===== src/rtl/maxnet_data_memory_if.sv =====
// Purpose: bus bundle between the Maxnet controller/datapath (master) and the
//          data memory (slave).
// Signals:
//   write_en / write_address / write_data        single write port request
//   read_en_a / read_address_a                   read port A request
//   read_en_b / read_address_b                   read port B request
//   read_data_a / read_valid_a                   port A registered response
//   read_data_b / read_valid_b                   port B registered response
//   busy                                         init reload in progress
//   addr_error                                   sticky out-of-range flag
interface maxnet_data_memory_if #(
  parameter int unsigned DATA_WIDTH = 32,
  parameter int unsigned ADDR_WIDTH = 2
);

  logic                  write_en;
  logic [ADDR_WIDTH-1:0] write_address;
  logic [DATA_WIDTH-1:0] write_data;

  logic                  read_en_a;
  logic [ADDR_WIDTH-1:0] read_address_a;
  logic                  read_en_b;
  logic [ADDR_WIDTH-1:0] read_address_b;

  logic [DATA_WIDTH-1:0] read_data_a;
  logic                  read_valid_a;
  logic [DATA_WIDTH-1:0] read_data_b;
  logic                  read_valid_b;

  logic                  busy;
  logic                  addr_error;

  // Requester side: drives the access requests, observes responses.
  modport master (
    output write_en, write_address, write_data,
    output read_en_a, read_address_a, read_en_b, read_address_b,
    input  read_data_a, read_valid_a, read_data_b, read_valid_b,
    input  busy, addr_error
  );

  // Memory side: consumes requests, produces registered responses.
  modport slave (
    input  write_en, write_address, write_data,
    input  read_en_a, read_address_a, read_en_b, read_address_b,
    output read_data_a, read_valid_a, read_data_b, read_valid_b,
    output busy, addr_error
  );

endinterface


===== src/rtl/maxnet_data_memory.sv =====
// Purpose: Maxnet data memory. After every reset an init sequencer copies the
//          build-time image into the array, one word per cycle, then the array
//          serves one write port (write-first bypass onto reads) and two
//          independent registered read ports. A sticky flag records any
//          enabled access whose address is outside 0..DEPTH-1.
// Parameters:
//   DATA_WIDTH  bits per word
//   DEPTH       number of words (>= 2, any value)
//   ADDR_WIDTH  address width, $clog2(DEPTH)
//   INIT_IMAGE  build-time image, produced from the hex image file when the
//               design is elaborated; word i sits in
//               bits [i*DATA_WIDTH +: DATA_WIDTH]. Read only, never written back.
// Ports:
//   i_clock     rising-edge clock
//   i_reset     synchronous active-high reset; restarts the init sequence
//   bus         maxnet_data_memory_if slave modport (requests in, responses out)
module maxnet_data_memory #(
  parameter int unsigned                    DATA_WIDTH = 32,
  parameter int unsigned                    DEPTH      = 4,
  parameter int unsigned                    ADDR_WIDTH = $clog2(DEPTH),
  parameter logic [DEPTH*DATA_WIDTH-1:0]    INIT_IMAGE = '0
) (
  input  logic                 i_clock,
  input  logic                 i_reset,
  maxnet_data_memory_if.slave  bus
);

  localparam logic [ADDR_WIDTH-1:0] LP_LAST_PTR = ADDR_WIDTH'(DEPTH - 1);

  typedef enum logic {
    ST_INIT  = 1'b0,
    ST_READY = 1'b1
  } state_t;

  state_t                r_state;
  logic [ADDR_WIDTH-1:0] r_ptr;
  logic [DATA_WIDTH-1:0] r_mem [DEPTH];
  logic                  r_busy;
  logic [DATA_WIDTH-1:0] r_read_data_a;
  logic [DATA_WIDTH-1:0] r_read_data_b;
  logic                  r_read_valid_a;
  logic                  r_read_valid_b;
  logic                  r_addr_error;

  logic [DATA_WIDTH-1:0] w_rom [DEPTH];
  logic                  w_wr_in_range;
  logic                  w_rd_a_in_range;
  logic                  w_rd_b_in_range;
  logic                  w_wr_ok;
  logic                  w_rd_a_ok;
  logic                  w_rd_b_ok;
  logic                  w_bypass_a;
  logic                  w_bypass_b;
  logic                  w_range_err;

  // Image ROM: fixed slices of the build-time image.
  for (genvar g = 0; g < DEPTH; g++) begin : g_rom
    assign w_rom[g] = INIT_IMAGE[g*DATA_WIDTH +: DATA_WIDTH];
  end

  // Address range decode; DEPTH need not fill the address space.
  assign w_wr_in_range   = 32'(bus.write_address)  < DEPTH;
  assign w_rd_a_in_range = 32'(bus.read_address_a) < DEPTH;
  assign w_rd_b_in_range = 32'(bus.read_address_b) < DEPTH;

  assign w_wr_ok   = bus.write_en  & w_wr_in_range;
  assign w_rd_a_ok = bus.read_en_a & w_rd_a_in_range;
  assign w_rd_b_ok = bus.read_en_b & w_rd_b_in_range;

  // A read hitting the word being written this edge returns the new data.
  assign w_bypass_a = w_wr_ok & w_rd_a_ok & (bus.write_address == bus.read_address_a);
  assign w_bypass_b = w_wr_ok & w_rd_b_ok & (bus.write_address == bus.read_address_b);

  assign w_range_err = (bus.write_en  & ~w_wr_in_range)
                     | (bus.read_en_a & ~w_rd_a_in_range)
                     | (bus.read_en_b & ~w_rd_b_in_range);

  // Init/ready sequencer, storage array and registered read ports.
  always_ff @(posedge i_clock) begin
    if (i_reset) begin
      // Array contents are deliberately left alone; the next init pass reloads them.
      r_state        <= ST_INIT;
      r_ptr          <= '0;
      r_busy         <= 1'b1;
      r_read_data_a  <= '0;
      r_read_data_b  <= '0;
      r_read_valid_a <= 1'b0;
      r_read_valid_b <= 1'b0;
      r_addr_error   <= 1'b0;
    end else begin
      case (r_state)
        ST_INIT: begin
          // User accesses are ignored entirely while the image is reloaded.
          r_mem[r_ptr]   <= w_rom[r_ptr];
          r_read_valid_a <= 1'b0;
          r_read_valid_b <= 1'b0;
          if (r_ptr == LP_LAST_PTR) begin
            r_state <= ST_READY;
            r_busy  <= 1'b0;
          end else begin
            r_ptr <= r_ptr + ADDR_WIDTH'(1);
          end
        end

        ST_READY: begin
          if (w_wr_ok) begin
            r_mem[bus.write_address] <= bus.write_data;
          end

          // Port A: valid pulses per accepted read, data holds otherwise.
          r_read_valid_a <= w_rd_a_ok;
          if (w_rd_a_ok) begin
            r_read_data_a <= w_bypass_a ? bus.write_data : r_mem[bus.read_address_a];
          end

          // Port B: identical to port A.
          r_read_valid_b <= w_rd_b_ok;
          if (w_rd_b_ok) begin
            r_read_data_b <= w_bypass_b ? bus.write_data : r_mem[bus.read_address_b];
          end

          // Sticky until the next reset.
          if (w_range_err) begin
            r_addr_error <= 1'b1;
          end
        end

        default: begin
          r_state <= ST_INIT;
        end
      endcase
    end
  end

  assign bus.busy         = r_busy;
  assign bus.read_data_a  = r_read_data_a;
  assign bus.read_data_b  = r_read_data_b;
  assign bus.read_valid_a = r_read_valid_a;
  assign bus.read_valid_b = r_read_valid_b;
  assign bus.addr_error   = r_addr_error;

endmodule


===== src/flat_wrapper.sv =====
// flat-port wrapper written by rule: the top's interface ports become plain ports
module maxnet_data_memory_flat 
#(
  parameter int unsigned                    DATA_WIDTH = 32,
  parameter int unsigned                    DEPTH      = 4,
  parameter int unsigned                    ADDR_WIDTH = $clog2(DEPTH),
  parameter logic [DEPTH*DATA_WIDTH-1:0]    INIT_IMAGE = '0
)
  (i_clock, i_reset, bus_write_en, bus_write_address, bus_write_data, bus_read_en_a, bus_read_address_a, bus_read_en_b, bus_read_address_b, bus_read_data_a, bus_read_valid_a, bus_read_data_b, bus_read_valid_b, bus_busy, bus_addr_error);
  maxnet_data_memory_if #(.DATA_WIDTH(DATA_WIDTH), .ADDR_WIDTH(ADDR_WIDTH)) bus_i ();
  input  logic i_clock;
  input  logic i_reset;
  input wire logic [$bits(bus_i.write_en)-1:0] bus_write_en;
  input wire logic [$bits(bus_i.write_address)-1:0] bus_write_address;
  input wire logic [$bits(bus_i.write_data)-1:0] bus_write_data;
  input wire logic [$bits(bus_i.read_en_a)-1:0] bus_read_en_a;
  input wire logic [$bits(bus_i.read_address_a)-1:0] bus_read_address_a;
  input wire logic [$bits(bus_i.read_en_b)-1:0] bus_read_en_b;
  input wire logic [$bits(bus_i.read_address_b)-1:0] bus_read_address_b;
  output wire logic [$bits(bus_i.read_data_a)-1:0] bus_read_data_a;
  output wire logic [$bits(bus_i.read_valid_a)-1:0] bus_read_valid_a;
  output wire logic [$bits(bus_i.read_data_b)-1:0] bus_read_data_b;
  output wire logic [$bits(bus_i.read_valid_b)-1:0] bus_read_valid_b;
  output wire logic [$bits(bus_i.busy)-1:0] bus_busy;
  output wire logic [$bits(bus_i.addr_error)-1:0] bus_addr_error;
  assign bus_i.write_en = bus_write_en;
  assign bus_i.write_address = bus_write_address;
  assign bus_i.write_data = bus_write_data;
  assign bus_i.read_en_a = bus_read_en_a;
  assign bus_i.read_address_a = bus_read_address_a;
  assign bus_i.read_en_b = bus_read_en_b;
  assign bus_i.read_address_b = bus_read_address_b;
  assign bus_read_data_a = bus_i.read_data_a;
  assign bus_read_valid_a = bus_i.read_valid_a;
  assign bus_read_data_b = bus_i.read_data_b;
  assign bus_read_valid_b = bus_i.read_valid_b;
  assign bus_busy = bus_i.busy;
  assign bus_addr_error = bus_i.addr_error;
  maxnet_data_memory #(.DATA_WIDTH(DATA_WIDTH), .DEPTH(DEPTH), .ADDR_WIDTH(ADDR_WIDTH), .INIT_IMAGE(INIT_IMAGE)) u_core (.i_clock(i_clock), .i_reset(i_reset), .bus(bus_i));
endmodule

===== config.mk =====
export PLATFORM = sky130hd
export DESIGN_NAME = maxnet_data_memory_flat
export DESIGN_NICKNAME = d
export VERILOG_FILES = /design/src/rtl/maxnet_data_memory_if.sv /design/src/rtl/maxnet_data_memory.sv /design/src/flat_wrapper.sv
export SDC_FILE = /design/constraint.sdc
export NUM_CORES = 1
export LEC_CHECK = 0
export CAP_MARGIN = 15
export CORE_MARGIN = 4
export CORE_UTILIZATION = 40
export CTS_CLUSTER_DIAMETER = 80
export DETAILED_ROUTE_END_ITERATION = 8
export SLEW_MARGIN = 20
export SYNTH_ARGS = -nofsm -noshare
export SYNTH_HDL_FRONTEND = slang
export SYNTH_SLANG_ARGS = --single-unit

===== constraint.sdc =====
create_clock -name i_clock -period 6.1 [get_ports i_clock]
set_input_delay 0.61 -clock i_clock [delete_from_list [all_inputs] [get_ports i_clock]]
set_output_delay 0.61 -clock i_clock [all_outputs]
set_load 0.02 [all_outputs]

# Yosys cells after proc, flatten, opt, wreduce, memory -nomap -nowiden
# Memory sizes are Yosys's and may differ from the RTL's. A register that Yosys moved wholly into a read port is not among the register bits.
# Index checks and enable logic that the tools add are counted.
[totals]
mem_bits_rw = 128
n_memories = 1
reg_bits = 6
elab_cells = 34
[mem_list]
columns = ["memory", "words", "word_bits", "read_ports", "rd_ports_with_merged_regs", "wr", "line_no", "source"]
rows = [
  ["u_core.r_mem", 4, 32, 2, 2, 1, "maxnet_data_memory.sv:37", "logic [DATA_WIDTH-1:0] r_mem [DEPTH];"],
]
[classes]
bitwise_logic = 3
order_cmp = 1
muxes = 17
n_eq_ne = 1
reduce_logical = 5
addsub = 1
[ops]
columns = ["op", "n"]
rows = [
  ["$mux 32", 3],
  ["$bmux 32 s2", 1],
  ["$reduce_or 32->1", 1],
  ["$mux 1", 10],
  ["$reduce_and 2->1", 4],
  ["$pmux 1 s2", 2],
  ["$ge 3x3->1 const B", 1],
  ["$not 2->3", 1],
  ["$add 2x1->2 const B", 1],
  ["$eq 2x2->1 const B", 1],
  ["$mux 2", 1],
  ["$not 1->1", 2],
]

# Longest topological paths before layout
[logic_depth]
word_depth = 6
ltp_mapped = 8

# Worst setup path before layout
# OpenSTA, ideal clock, no wires.
[synth_path]
path_kind = "input -> register"
startpoint = "in i_reset"
endpoint = "mem u_core.r_mem[1][0], enable pin"
required_time_ps = 5668
cell_stages = 4
arrival_ps = 2893
setup_slack_ps = 2775
cell_sequence = "and3b_4 clkbuf_1 or3_1 a21oi_1"
[synth_via]
elab_chain_len = 4
[synth_rtl]
columns = ["item", "line_no", "source"]
rows = [
  ["from (decl)", "flat_wrapper.sv:12", "input logic i_reset;"],
  ["$mux 1", "maxnet_data_memory.sv:80", "if (i_reset) begin"],
  ["$mux 1 (implied by the code)", "maxnet_data_memory.sv:107", "r_mem[bus.write_address] <= bus.write_data;"],
  ["$reduce_or 32->1 (no source line)", "-", ""],
  ["$mux 2 (no source line) or $mux 1 (tied branches)", "-", ""],
  ["to (decl)", "maxnet_data_memory.sv:37", ""],
]
# Parallel ways exist; a longest one is shown, timed or not.

# Final worst setup path
[layout_path]
startpoint = "in i_reset"
endpoint = "mem u_core.r_mem[1][3], enable pin"
# The elaborated chain is that of the path after synthesis.

==> impl_metrics.ini <==
[global_routing]
grt_pass1_vias = 5600
grt_usage_pct = 18.10
met3_usage_pct = 3.603
grt_max_degree = 42
antenna_found_initial = 0
met2_usage_pct = 31.68
grt-ovfl-total = 0
use_met1_pct = 22.98
grt_pass1_wl_um = 32750
grt-busiest-layer = met2

[synth]
netlist_area_um2 = 8543
synthArstFlopShare_pct = 0
synth_top_cell_by_area = edfxtp_1
yosys.area_share.adder_pct = 0.1465
postSynthCellCount = 581
avgSynthCellArea_um2 = 14.70
synth-compound-area-share_pct = 4.745
synthXorXnorAreaFrac_pct = 0.4979
synth_mux_area_share_pct = 17.16
yosys-top-cells-area = edfxtp_1 45%, mux4_2 17%, dfxtp_1 16%
yosysSeqAreaShare_pct = 61.39
syn-num-nets = 625
synth_edf_count = 128
synth_common_cells = 128 x edfxtp_1, 99 x nor2_1, 70 x dfxtp_1
post_synth_num_cell_types = 39
yosysTopAreaCellShare_pct = 44.99
synth_top_family_by_area = multiplexers
post-synth-top-count-cell = edfxtp_1
yosys.area_share.simple_pct = 11.75
ys.flop_type = edfxtp_1
yosys_warnings = 0
ys_ff_latch = 198

[setup_path]
crit_fanout = 41
start_kind = primary input
arrival_ns = 3.14
crit_type = in2reg
required_ns = 6.24
end_kind = flop

[cts]
clkTransAtPathRegs_ns = 0.07
cts.sinks = 198
htree_levels = 4
tritoncts = yes
cts_resized = 0
numCtsBuffers = 17
clk_latency_ns = 0.43
cts_buffer_depth = 2
ctsHoldBuffers = 0
post_cts_buffers = 0
clock_tree.root_cell = clkbuf_16

[power_and_ir_drop]
power_switching_uw = 931.2
swShare_pct = 26.89
p_per_area_nw_per_um2 = 330.7
seqPwrFrac_pct = 49.7
vdd_drop_max_mv = 0.1647
power_mw = 3.463
cellInternalPower_mw = 2.532
p_comb_share_pct = 18.2
clkPwrFrac_pct = 32.1
p_leak_nw = 3.774

[floorplanning]
fp-row-count = 53
ioPinCount = 111
core_um2 = 21020
die_w_um = 154.1
initial_utilization_pct = 40.64
die_h_um = 154.1
design.die.area_um2 = 23760

[placed_design]
dp.cells = 928
globalplace.congestion = 0.7429
dp_hpwl_um = 13010
port-buffer-count = 109

[detailed_routing]
drt_wl_total_um = 21190
ant_nets = 0
first_pass_iters = 6
initialDrtViolationCount = 474
wl_per_cell_um = 22.07
viasPerCell = 5.595
vias = 5371
drc = 0

[sta]
fin_crit_ns = 3.004
setup_viol = 0
post-route-period-util_pct = 49.25
worstMarginPinSlew_ns = 1.096
fmax_mhz = 332.9
drv_slew = 0
slew_headroom_pct = 26.60
fin_worst_skew_ns = 0.006970
rsz0062_at_grt = false
finalHoldViolCount = 0
setup-tns-final_ns = 0

[finish]
nFillCells = 1751
multi_input_area_um2 = 3009
drive_gt1_share_pct = 20.88
area_delta_synth_final_pct = 22.60
final_cells = 960
antennaDiodeCount = 0
seq_area_um2 = 5245
finalNetCount = 716

[run]
drv_cap = 0

[run_status]
outcome = finished, final reports clean

[hold_path]
hp-class = reg2reg
==> final cells by class <==
| class | count | area share, % |
|---|---|---|
| multi-input cells | 303 | 28.73 |
| well taps | 275 | 3.285 |
| repair buffers | 117 | 11.06 |
| inverters | 35 | 1.254 |
| flip-flops and latches | 198 | 50.08 |
| clock inverters | 12 | 1.123 |
| clock buffers | 20 | 4.468 |
==> power groups by stage <==
stage	Clock, mW	Combinational, mW	Sequential [mW]
final	1.11	0.632	1.72
after global routing	1.18	0.678	1.74
after CTS	1.13	0.643	1.72
after detailed placement	0	0.640	1.75
after global placement	0	0.610	1.74
after floorplan	0	0.348	1.77
==> sequential cells by signal, summed over array words and instances (netlist names) <==
signal                   cells
u_core.r_mem               128
u_core.bus.read_data_a      32
u_core.r_state               1
u_core.bus.read_valid_b      1
u_core.bus.read_data_b      32
u_core.bus.read_valid_a      1
u_core.bus.busy              1
u_core.r_ptr                 2
==> metal layers <==
metal / vias to the layer above / share of wire (%)
li1: 2428 / -
met1: 2773 / 42
met2: 156 / 52
met3: 14 / 5.0
met4: 0 / 0.99
met5: - / 0
==> critical path, cell delays in order <==
cell	delay [ns]
buf_2	0.78
and3b_4	0.45
or3_1	0.41
a21oi_4	0.60
buf_16	0.25
==> worst paths after layout <==
check                                                       startpoint                                      to  slack, ns  cells after the start
worst max-delay path                                           i_reset            u_core.r_mem[1][3]$_DFFE_PP_       3.10                      5
worst min-delay path            u_core.bus.read_data_a[2]$_SDFFE_PP0P_  u_core.bus.read_data_a[2]$_SDFFE_PP0P_       0.49                      2
worst max register to register               u_core.r_state$_SDFF_PP0_            u_core.r_mem[1][3]$_DFFE_PP_       3.58                      4
worst min register to register  u_core.bus.read_data_a[2]$_SDFFE_PP0P_  u_core.bus.read_data_a[2]$_SDFFE_PP0P_       0.49                      2
==> per-stage QoR <==
stage	instance area, um^2	utilization (%)	hold WS, ns	worst slack, ns
2_1_floorplan	8543	-	0.5046	2.775
3_3_place_gp	9841	46.81	0.4696	2.369
3_5_place_dp	9888	47.04	0.4744	2.609
4_1_cts	10470	49.82	0.4934	3.066
5_1_grt	10470	49.82	0.5270	2.983
6_report	10470	49.82	0.4921	3.096
==> placed cells by master (no fill, tap or decap), drive strengths merged, types with 5 or more instances in the layout <==
| cell type | netlist | final |
|---|---|---|
| clkbuf | 19 | 20 |
| buf | 26 | 13 |
| nor4 | 31 | 31 |
| a21oi | 6 | 6 |
| nor2 | 99 | 99 |
| mux4 | 64 | 64 |
| inv | 35 | 39 |
| and2 | 34 | 34 |
| dfxtp | 70 | 70 |
| clkinv | 0 | 5 |
| a222oi | 32 | 32 |
| edfxtp | 128 | 128 |
| clkdlybuf4s50 | 0 | 104 |
==> cell families after synthesis <==
kind of cell               count (synthesis)
DFF                                      198
and+or+nand+nor                          186
buffers and inverters                     80
muxes                                     66
AOI/OAI and AO/OA                         45
xor gates and xnor gates                   4
adders and majority gates                  1
other                                      1
(Power assumes the default switching activity.)
